## src/rtl/mig_arb_pkg.sv

```systemverilog
// Shared definitions for the two-port MIG arbiter: MIG command codes,
// data/mask widths and the arbiter FSM state encoding.
package mig_arb_pkg;

  localparam int DATA_W = 256;
  localparam int MASK_W = 32;

  localparam logic [2:0] DRAM_READ  = 3'b001;
  localparam logic [2:0] DRAM_WRITE = 3'b000;

  typedef enum logic [1:0] {
    S_IDLE = 2'd0,
    S_WDF  = 2'd1,
    S_CMD  = 2'd2
  } arb_state_t;

  // Anything that is not a read takes the write-data path.
  function automatic logic is_read(input logic [2:0] cmd);
    return cmd == DRAM_READ;
  endfunction

endpackage

```

## src/rtl/mig_arb_tag_fifo.sv

```systemverilog
// Tag FIFO: remembers which port issued each outstanding read so returned
// data can be routed back in order. One bit per entry, DEPTH entries.
// Pops while empty and pushes while full (without a pop) are ignored.
module mig_arb_tag_fifo #(
  parameter int DEPTH = 16
) (
  input  logic                     sys_clk,
  input  logic                     rst,
  input  logic                     push,
  input  logic                     push_id,
  input  logic                     pop,
  output logic                     pop_id,
  output logic                     full,
  output logic                     empty,
  output logic [$clog2(DEPTH):0]   count
);

  localparam int PTR_W = $clog2(DEPTH);
  localparam int CNT_W = PTR_W + 1;
  localparam logic [CNT_W-1:0] FULL_CNT = CNT_W'(DEPTH);

  logic [DEPTH-1:0] mem;
  logic [PTR_W-1:0] wr_ptr;
  logic [PTR_W-1:0] rd_ptr;
  logic             do_push;
  logic             do_pop;

  assign full    = (count == FULL_CNT);
  assign empty   = (count == '0);
  assign do_pop  = pop && !empty;
  assign do_push = push && (!full || do_pop);
  assign pop_id  = mem[rd_ptr];

  // Storage, power-of-two wrapping pointers and occupancy count.
  always_ff @(posedge sys_clk or posedge rst) begin
    if (rst) begin
      mem    <= '0;
      wr_ptr <= '0;
      rd_ptr <= '0;
      count  <= '0;
    end else begin
      if (do_push) begin
        mem[wr_ptr] <= push_id;
        wr_ptr      <= wr_ptr + PTR_W'(1);
      end
      if (do_pop) begin
        rd_ptr <= rd_ptr + PTR_W'(1);
      end
      case ({do_push, do_pop})
        2'b10:   count <= count + CNT_W'(1);
        2'b01:   count <= count - CNT_W'(1);
        default: count <= count;
      endcase
    end
  end

endmodule

```

## src/rtl/mig_arbiter.sv

```systemverilog
// Two-port arbiter in front of a MIG user interface. Grants one request at
// a time, drives the write-data and command channels, and routes returned
// read data back to the issuing port through an in-order tag FIFO.
// Define MIG_ARB_FIXED_PRIO_EN to make port 0 win every tie; otherwise ties
// are resolved round-robin.
module mig_arbiter
  import mig_arb_pkg::*;
#(
  parameter int TAG_DEPTH = 16,
  parameter int ADDR_W    = 30
) (
  input  logic              sys_clk,
  input  logic              rst,
  input  logic              calib_done,

  input  logic              p0_req_valid,
  output logic              p0_req_ready,
  input  logic [2:0]        p0_req_cmd,
  input  logic [ADDR_W-1:0] p0_req_addr,
  input  logic [DATA_W-1:0] p0_req_wdata,
  input  logic [MASK_W-1:0] p0_req_mask,
  output logic              p0_rd_valid,
  output logic [DATA_W-1:0] p0_rd_data,

  input  logic              p1_req_valid,
  output logic              p1_req_ready,
  input  logic [2:0]        p1_req_cmd,
  input  logic [ADDR_W-1:0] p1_req_addr,
  input  logic [DATA_W-1:0] p1_req_wdata,
  input  logic [MASK_W-1:0] p1_req_mask,
  output logic              p1_rd_valid,
  output logic [DATA_W-1:0] p1_rd_data,

  input  logic              app_rdy,
  input  logic              app_wdf_rdy,
  input  logic              app_rd_data_valid,
  input  logic [DATA_W-1:0] app_rd_data,
  output logic              app_en,
  output logic [2:0]        app_cmd,
  output logic [ADDR_W-1:0] app_addr,
  output logic              app_wdf_wren,
  output logic [DATA_W-1:0] app_wdf_data,
  output logic              app_wdf_end,
  output logic [MASK_W-1:0] app_wdf_mask,

  output logic              tag_err
);

  localparam int CNT_W = $clog2(TAG_DEPTH) + 1;

  arb_state_t        state;
  arb_state_t        state_nxt;

  logic [2:0]        lat_cmd;
  logic [ADDR_W-1:0] lat_addr;
  logic [DATA_W-1:0] lat_wdata;
  logic [MASK_W-1:0] lat_mask;
  logic              lat_id;

  logic              elig0;
  logic              elig1;
  logic              grant;
  logic              grant_id;

  logic [2:0]        sel_cmd;
  logic [ADDR_W-1:0] sel_addr;
  logic [DATA_W-1:0] sel_wdata;
  logic [MASK_W-1:0] sel_mask;

  logic              tag_push;
  logic              tag_pop;
  logic              tag_pop_id;
  logic              tag_full;
  logic              tag_empty;
  logic [CNT_W-1:0]  tag_count;

  // A read needs a free tag slot; a write can always go.
  assign elig0 = p0_req_valid && (!is_read(p0_req_cmd) || !tag_full);
  assign elig1 = p1_req_valid && (!is_read(p1_req_cmd) || !tag_full);

`ifdef MIG_ARB_FIXED_PRIO_EN
  // Fixed priority: no history is kept, port 0 always wins a tie.
`else
  logic rr_last;

  // Remember the most recent winner; reset value makes port 0 win first.
  always_ff @(posedge sys_clk or posedge rst) begin
    if (rst) begin
      rr_last <= 1'b1;
    end else if (grant) begin
      rr_last <= grant_id;
    end
  end
`endif

  // Pick a winner only while idle and calibrated; reset masks the grant.
  always_comb begin
    grant    = 1'b0;
    grant_id = 1'b0;
    if (state == S_IDLE && calib_done && !rst) begin
      if (elig0 && elig1) begin
        grant = 1'b1;
`ifdef MIG_ARB_FIXED_PRIO_EN
        grant_id = 1'b0;
`else
        grant_id = ~rr_last;
`endif
      end else if (elig0 || elig1) begin
        grant    = 1'b1;
        grant_id = elig1;
      end
    end
  end

  assign p0_req_ready = grant && !grant_id;
  assign p1_req_ready = grant && grant_id;

  assign sel_cmd   = grant_id ? p1_req_cmd   : p0_req_cmd;
  assign sel_addr  = grant_id ? p1_req_addr  : p0_req_addr;
  assign sel_wdata = grant_id ? p1_req_wdata : p0_req_wdata;
  assign sel_mask  = grant_id ? p1_req_mask  : p0_req_mask;

  // State register.
  always_ff @(posedge sys_clk or posedge rst) begin
    if (rst) begin
      state <= S_IDLE;
    end else begin
      state <= state_nxt;
    end
  end

  // Next state and MIG channel strobes; writes present data before command.
  always_comb begin
    state_nxt    = state;
    app_en       = 1'b0;
    app_wdf_wren = 1'b0;
    app_wdf_end  = 1'b0;
    case (state)
      S_IDLE: begin
        if (grant) begin
          state_nxt = is_read(sel_cmd) ? S_CMD : S_WDF;
        end
      end
      S_WDF: begin
        app_wdf_wren = 1'b1;
        app_wdf_end  = 1'b1;
        if (app_wdf_rdy) begin
          state_nxt = S_CMD;
        end
      end
      S_CMD: begin
        app_en = 1'b1;
        if (app_rdy) begin
          state_nxt = S_IDLE;
        end
      end
      default: state_nxt = S_IDLE;
    endcase
  end

  // Capture the winning request so the MIG sees stable values.
  always_ff @(posedge sys_clk or posedge rst) begin
    if (rst) begin
      lat_cmd   <= DRAM_WRITE;
      lat_addr  <= '0;
      lat_wdata <= '0;
      lat_mask  <= '0;
      lat_id    <= 1'b0;
    end else if (grant) begin
      lat_cmd   <= sel_cmd;
      lat_addr  <= sel_addr;
      lat_wdata <= sel_wdata;
      lat_mask  <= sel_mask;
      lat_id    <= grant_id;
    end
  end

  assign app_cmd      = lat_cmd;
  assign app_addr     = lat_addr;
  assign app_wdf_data = lat_wdata;
  assign app_wdf_mask = lat_mask;

  assign tag_push = (state == S_CMD) && app_rdy && is_read(lat_cmd);
  assign tag_pop  = app_rd_data_valid;

  mig_arb_tag_fifo #(
    .DEPTH (TAG_DEPTH)
  ) u_tag_fifo (
    .sys_clk (sys_clk),
    .rst     (rst),
    .push    (tag_push),
    .push_id (lat_id),
    .pop     (tag_pop),
    .pop_id  (tag_pop_id),
    .full    (tag_full),
    .empty   (tag_empty),
    .count   (tag_count)
  );

  // Route returned data to the port at the FIFO head; data with no tag is
  // dropped and flagged until the next reset.
  always_ff @(posedge sys_clk or posedge rst) begin
    if (rst) begin
      p0_rd_valid <= 1'b0;
      p1_rd_valid <= 1'b0;
      p0_rd_data  <= '0;
      p1_rd_data  <= '0;
      tag_err     <= 1'b0;
    end else begin
      p0_rd_valid <= 1'b0;
      p1_rd_valid <= 1'b0;
      if (app_rd_data_valid) begin
        if (tag_empty) begin
          tag_err <= 1'b1;
        end else if (tag_pop_id) begin
          p1_rd_valid <= 1'b1;
          p1_rd_data  <= app_rd_data;
        end else begin
          p0_rd_valid <= 1'b1;
          p0_rd_data  <= app_rd_data;
        end
      end
    end
  end

  a_one_hot_ready: assert property (@(posedge sys_clk) disable iff (rst)
    !(p0_req_ready && p1_req_ready));

  a_tag_flags: assert property (@(posedge sys_clk) disable iff (rst)
    tag_empty == (tag_count == '0));

endmodule

```

## config.mk

```make
export PLATFORM = sky130hd
export DESIGN_NAME = mig_arbiter
export DESIGN_NICKNAME = d
export VERILOG_FILES = /design/src/rtl/mig_arb_pkg.sv /design/src/rtl/mig_arb_tag_fifo.sv /design/src/rtl/mig_arbiter.sv
export SDC_FILE = /design/constraint.sdc
export NUM_CORES = 2
export LEC_CHECK = 0
export BUFFER_PORTS_ARGS = -buffer_cell sky130_fd_sc_hd__buf_2
export CAP_MARGIN = 40
export CORE_AREA = 5 5 671 673
export DETAILED_ROUTE_END_ITERATION = 10
export DIE_AREA = 0 0 676 678
export PLACE_DENSITY_LB_ADDON = 0.05
export RECOVER_POWER = 100
export SLEW_MARGIN = 5
export SYNTH_ARGS = -nofsm -noshare
export SYNTH_HDL_FRONTEND = slang
export SYNTH_SLANG_ARGS = --single-unit
```

## constraint.sdc

```tcl
create_clock -name sys_clk -period 68.3 [get_ports sys_clk]
set_input_delay 13.66 -clock sys_clk [delete_from_list [all_inputs] [get_ports sys_clk]]
set_output_delay 13.66 -clock sys_clk [all_outputs]
set_load 0.01 [all_outputs]
```

==> flow_summary.yaml <==
clock_network:
  htreeDepth: 4
  holdBufCountCts: 0
  clock_latency_ns: 0.86
  numCtsBuffers: 145
  cts-root-buf: "clkbuf_16"
  clock_path_buffers: 4
  cts_tree: "yes"
  cts-resized-gates: 0
  cts.sinks: 869
  postCtsSetupBuffers: 0
  clk_pin_slew_worst_paths_ns: 0.05
power:
  p_comb_share_pct: 39.6
  ir_drop_mv: 0.0172
  power.density_nw_per_um2: 51.3
  p_switching_w: 0.00117
  p_clk_share_pct: 27.0
  swShare_pct: 42.2
  seq_power_share_pct: 33.4
  intPower_w: 0.00161
  p_leak_nw: 22.6
floorplan:
  io-pin-count: 1747
  die_w_um: 676
  std_cell_rows: 245
  die_y_um: 678
  dieArea_um2: 458000
  start_util_pct: 7.97
  core-area_um2: 444000
drt:
  vias: 32400
  ant_nets: 0
  post_drt_wl_per_cell_um: 29.7
  avgViaCountPerCell: 3.05
  dr.pass1.iters: 5
  drt-initial-drc-count: 1859
  drc: 0
  wl_mm: 315
worst_setup_path:
  worst-endpoint-required_ns: 54.64
  cp_max_fo: 58
  cp-end-kind: "primary output"
  cp-start-kind: "input port"
  critPathKind: "in -> out"
  crit_arrival_ns: 19.08
sta:
  grt_setup_unrepaired: "false"
  setup_tns_ns: 0
  timing.fmax_mhz: 30.5
  slew-limit-headroom_pct: -586
  hold_violations: 0
  worstMarginPinSlew_ns: 10.29
  setup_violations: 0
  slew_viol_final: 1682
  layout_min_cycle_time_ns: 32.74
  fin_crit_sh_pct: 47.9
  final.setup.worst_slack_ns: 35.56
  whs_ns: 0.487
  skew_ns: 0.0777
yosys:
  synth_mux_area_share_pct: 18.1
  synth_seq_area_share_pct: 61.6
  synth_fp_nets: 3697
  synthAdderAreaFrac_pct: 0.375
  synth-seq-cells: 869
  ys.flop_type: "dfrtp_1"
  ys_types: 45
  synth_edf_count: 0
  syn_area_um2: 35300
  synth_compound_area_share_pct: 7.99
  netlist_instances: 2781
  synth_top_family_by_area: "multiplexers"
  yosys_warnings: 0
  synth-async-reset-ratio_pct: 100
  synth_xor_area_share_pct: 0.273
  synth-simple-area-share_pct: 8.51
  avgSynthCellArea_um2: 12.7
global_route:
  grt_util_met2_pct: 24.3
  grt_start_max_net_pins: 148
  met1_usage_pct: 14.0
  grt-busiest-layer: "met2"
  gr-total-overflow: 0
  antenna_found_initial: 373
  grt_pass1_wl_mm: 394
  use_met3_pct: 5.13
  track_usage_pct: 13.1
  grt_pass1_vias: 33000
finish:
  drive_above_1_share_pct: 34.0
  syn2layout_area_growth_pct: 53.6
  nets: 5451
  design_area_um2: 54300
  fin_util_pct: 12.2
  n_fill_cell: 51200
place:
  gp_congestion: 0.851
  dpl.hpwl_mm: 257
  place_ws_ns: 38.06
  port_buffers: 1746
  place_area_um2: 51400
flow_run:
  maxCapViolations: 34
run_status:
  violations: "max-capacitance violations, max-slew violations"
  status: "finished with violations"
min_path:
  hp-class: "reg -> reg"
worst paths after layout:
kind	start	to	slack, ns	cells past startpoint
worst max-delay path	rst	p0_req_ready	35.56	8
worst min-delay path	app_wdf_data[42]$_DFFE_PP0N_	app_wdf_data[42]$_DFFE_PP0N_	0.49	2
worst max register to register	u_tag_fifo.count[3]$_DFFE_PP0P_	app_wdf_data[118]$_DFFE_PP0N_	52.51	11
worst min register to register	app_wdf_data[42]$_DFFE_PP0N_	app_wdf_data[42]$_DFFE_PP0N_	0.49	2
max in group asynchronous	rst	p1_rd_data[139]$_DFFE_PP0P_	41.21	9
min in group asynchronous	rst	app_wdf_data[4]$_DFFE_PP0N_	14.06	2
sequential cells by signal (all words and copies together) (netlist names), 4 cells and up:
name / count
app_addr: 30
app_wdf_data: 256
app_wdf_mask: 32
p0_rd_data: 256
p1_rd_data: 256
u_tag_fifo.count: 5
u_tag_fifo.mem: 16
u_tag_fifo.rd_ptr: 4
u_tag_fifo.wr_ptr: 4
power by group through the flow:
stage / logic (W) / registers (W) / clock network (W)
6_report: 0.00110 / 0.000931 / 0.000753
2_1_floorplan: 0.000449 / 0.00103 / 0
3_5_place_dp: 0.00125 / 0.000931 / 0
4_1_cts: 0.00125 / 0.000929 / 0.000804
3_3_place_gp: 0.00125 / 0.000932 / 0
5_1_grt: 0.00120 / 0.000966 / 0.000812
through the flow:
| stage | cells | total power [W] |
|---|---|---|
| 3_3_place_gp | 10300 | 0.00218 |
| 2_1_floorplan | 2781 | 0.00148 |
| 4_1_cts | 10600 | 0.00299 |
| 3_5_place_dp | 10300 | 0.00218 |
| 5_1_grt | 10600 | 0.00297 |
| 6_report | 10600 | 0.00279 |
placed cells by master (no fill, tap or decap), types with 4 or more instances in the layout:
cell type	synthesis	final
clkinv_2	0	10
inv_1	7	7
mux2_1	0	96
nand3_1	233	232
buf_12	0	4
nor2_1	98	98
xor2_1	4	4
clkbuf_16	0	146
o21ai_0	6	7
mux2_2	432	432
a22oi_1	226	226
xnor2_1	7	7
mux2_4	100	4
dfrtp_1	868	868
buf_4	29	15
a21oi_1	189	189
diode_2	0	55
and2_0	1	5
bufinv_16	0	4
buf_2	54	903
ha_1	9	9
clkbuf_8	0	29
nand2_1	349	349
clkbuf_1	91	936
buf_16	0	4
inv_6	0	5
nor2b_1	4	4
synth_stat cells, types with 2 or more instances:
library cell | n | area, um^2
o22ai_1 | 2 | 12.5
a21o_1 | 3 | 22.5
dfrtp_1 | 868 | 21700
nand4_1 | 3 | 18.8
nor2_1 | 98 | 368
mux2_4 | 100 | 1500
o21ai_0 | 6 | 30.0
buf_1 | 22 | 82.6
clkbuf_1 | 91 | 342
xnor2_1 | 7 | 61.3
nand2_1 | 349 | 1310
nor3b_1 | 2 | 15.0
inv_1 | 7 | 26.3
mux4_2 | 2 | 45.0
and2_1 | 4 | 25.0
inv_2 | 3 | 11.3
nor2b_1 | 4 | 25.0
xor2_1 | 4 | 35.0
buf_2 | 54 | 270
buf_8 | 11 | 165
nand3_1 | 233 | 1170
a22oi_1 | 226 | 1700
ha_1 | 9 | 113
nand2b_1 | 3 | 18.8
buf_4 | 29 | 218
a21oi_1 | 189 | 946
mux2_2 | 432 | 4860
a32oi_1 | 3 | 26.3
final cells by class:
type	instances	area (um^2)	area share [%]
antenna	55	138	0.254
sequential	869	21700	40.1
timing repair buffer	1814	8160	15.0
multi-input combinational	1695	12100	22.4
tap	5928	7420	13.7
inverter	10	46.3	0.0853
clock buffer	223	4230	7.80
clock inverter	28	379	0.699
cells by family after synthesis:
| logic type | count (synthesis) |
|---|---|
| multiplexers | 534 |
| buffers and inverters | 217 |
| flip-flops | 869 |
| adder cells (fa/ha/maj) | 10 |
| AO/OA/AOI/OAI | 438 |
| AND/OR/NAND/NOR | 702 |
| XOR/XNOR | 11 |
per-layer routing:
layer | vias up | part of all wire, %
met3 | 851 | 9.7
li1 | 13500 | -
met1 | 16100 | 36
met4 | 118 | 3.7
met5 | - | 0.25
met2 | 1827 | 51
worst max-delay path: stages:
cell      delay, ns
clkbuf_1       0.19
nor4b_1        1.07
and2_0         0.56
nand3_4        0.18
inv_8          0.35
clkbuf_1       2.55
nor2_1         0.19
buf_2          0.28
(Power assumes the default switching activity.)
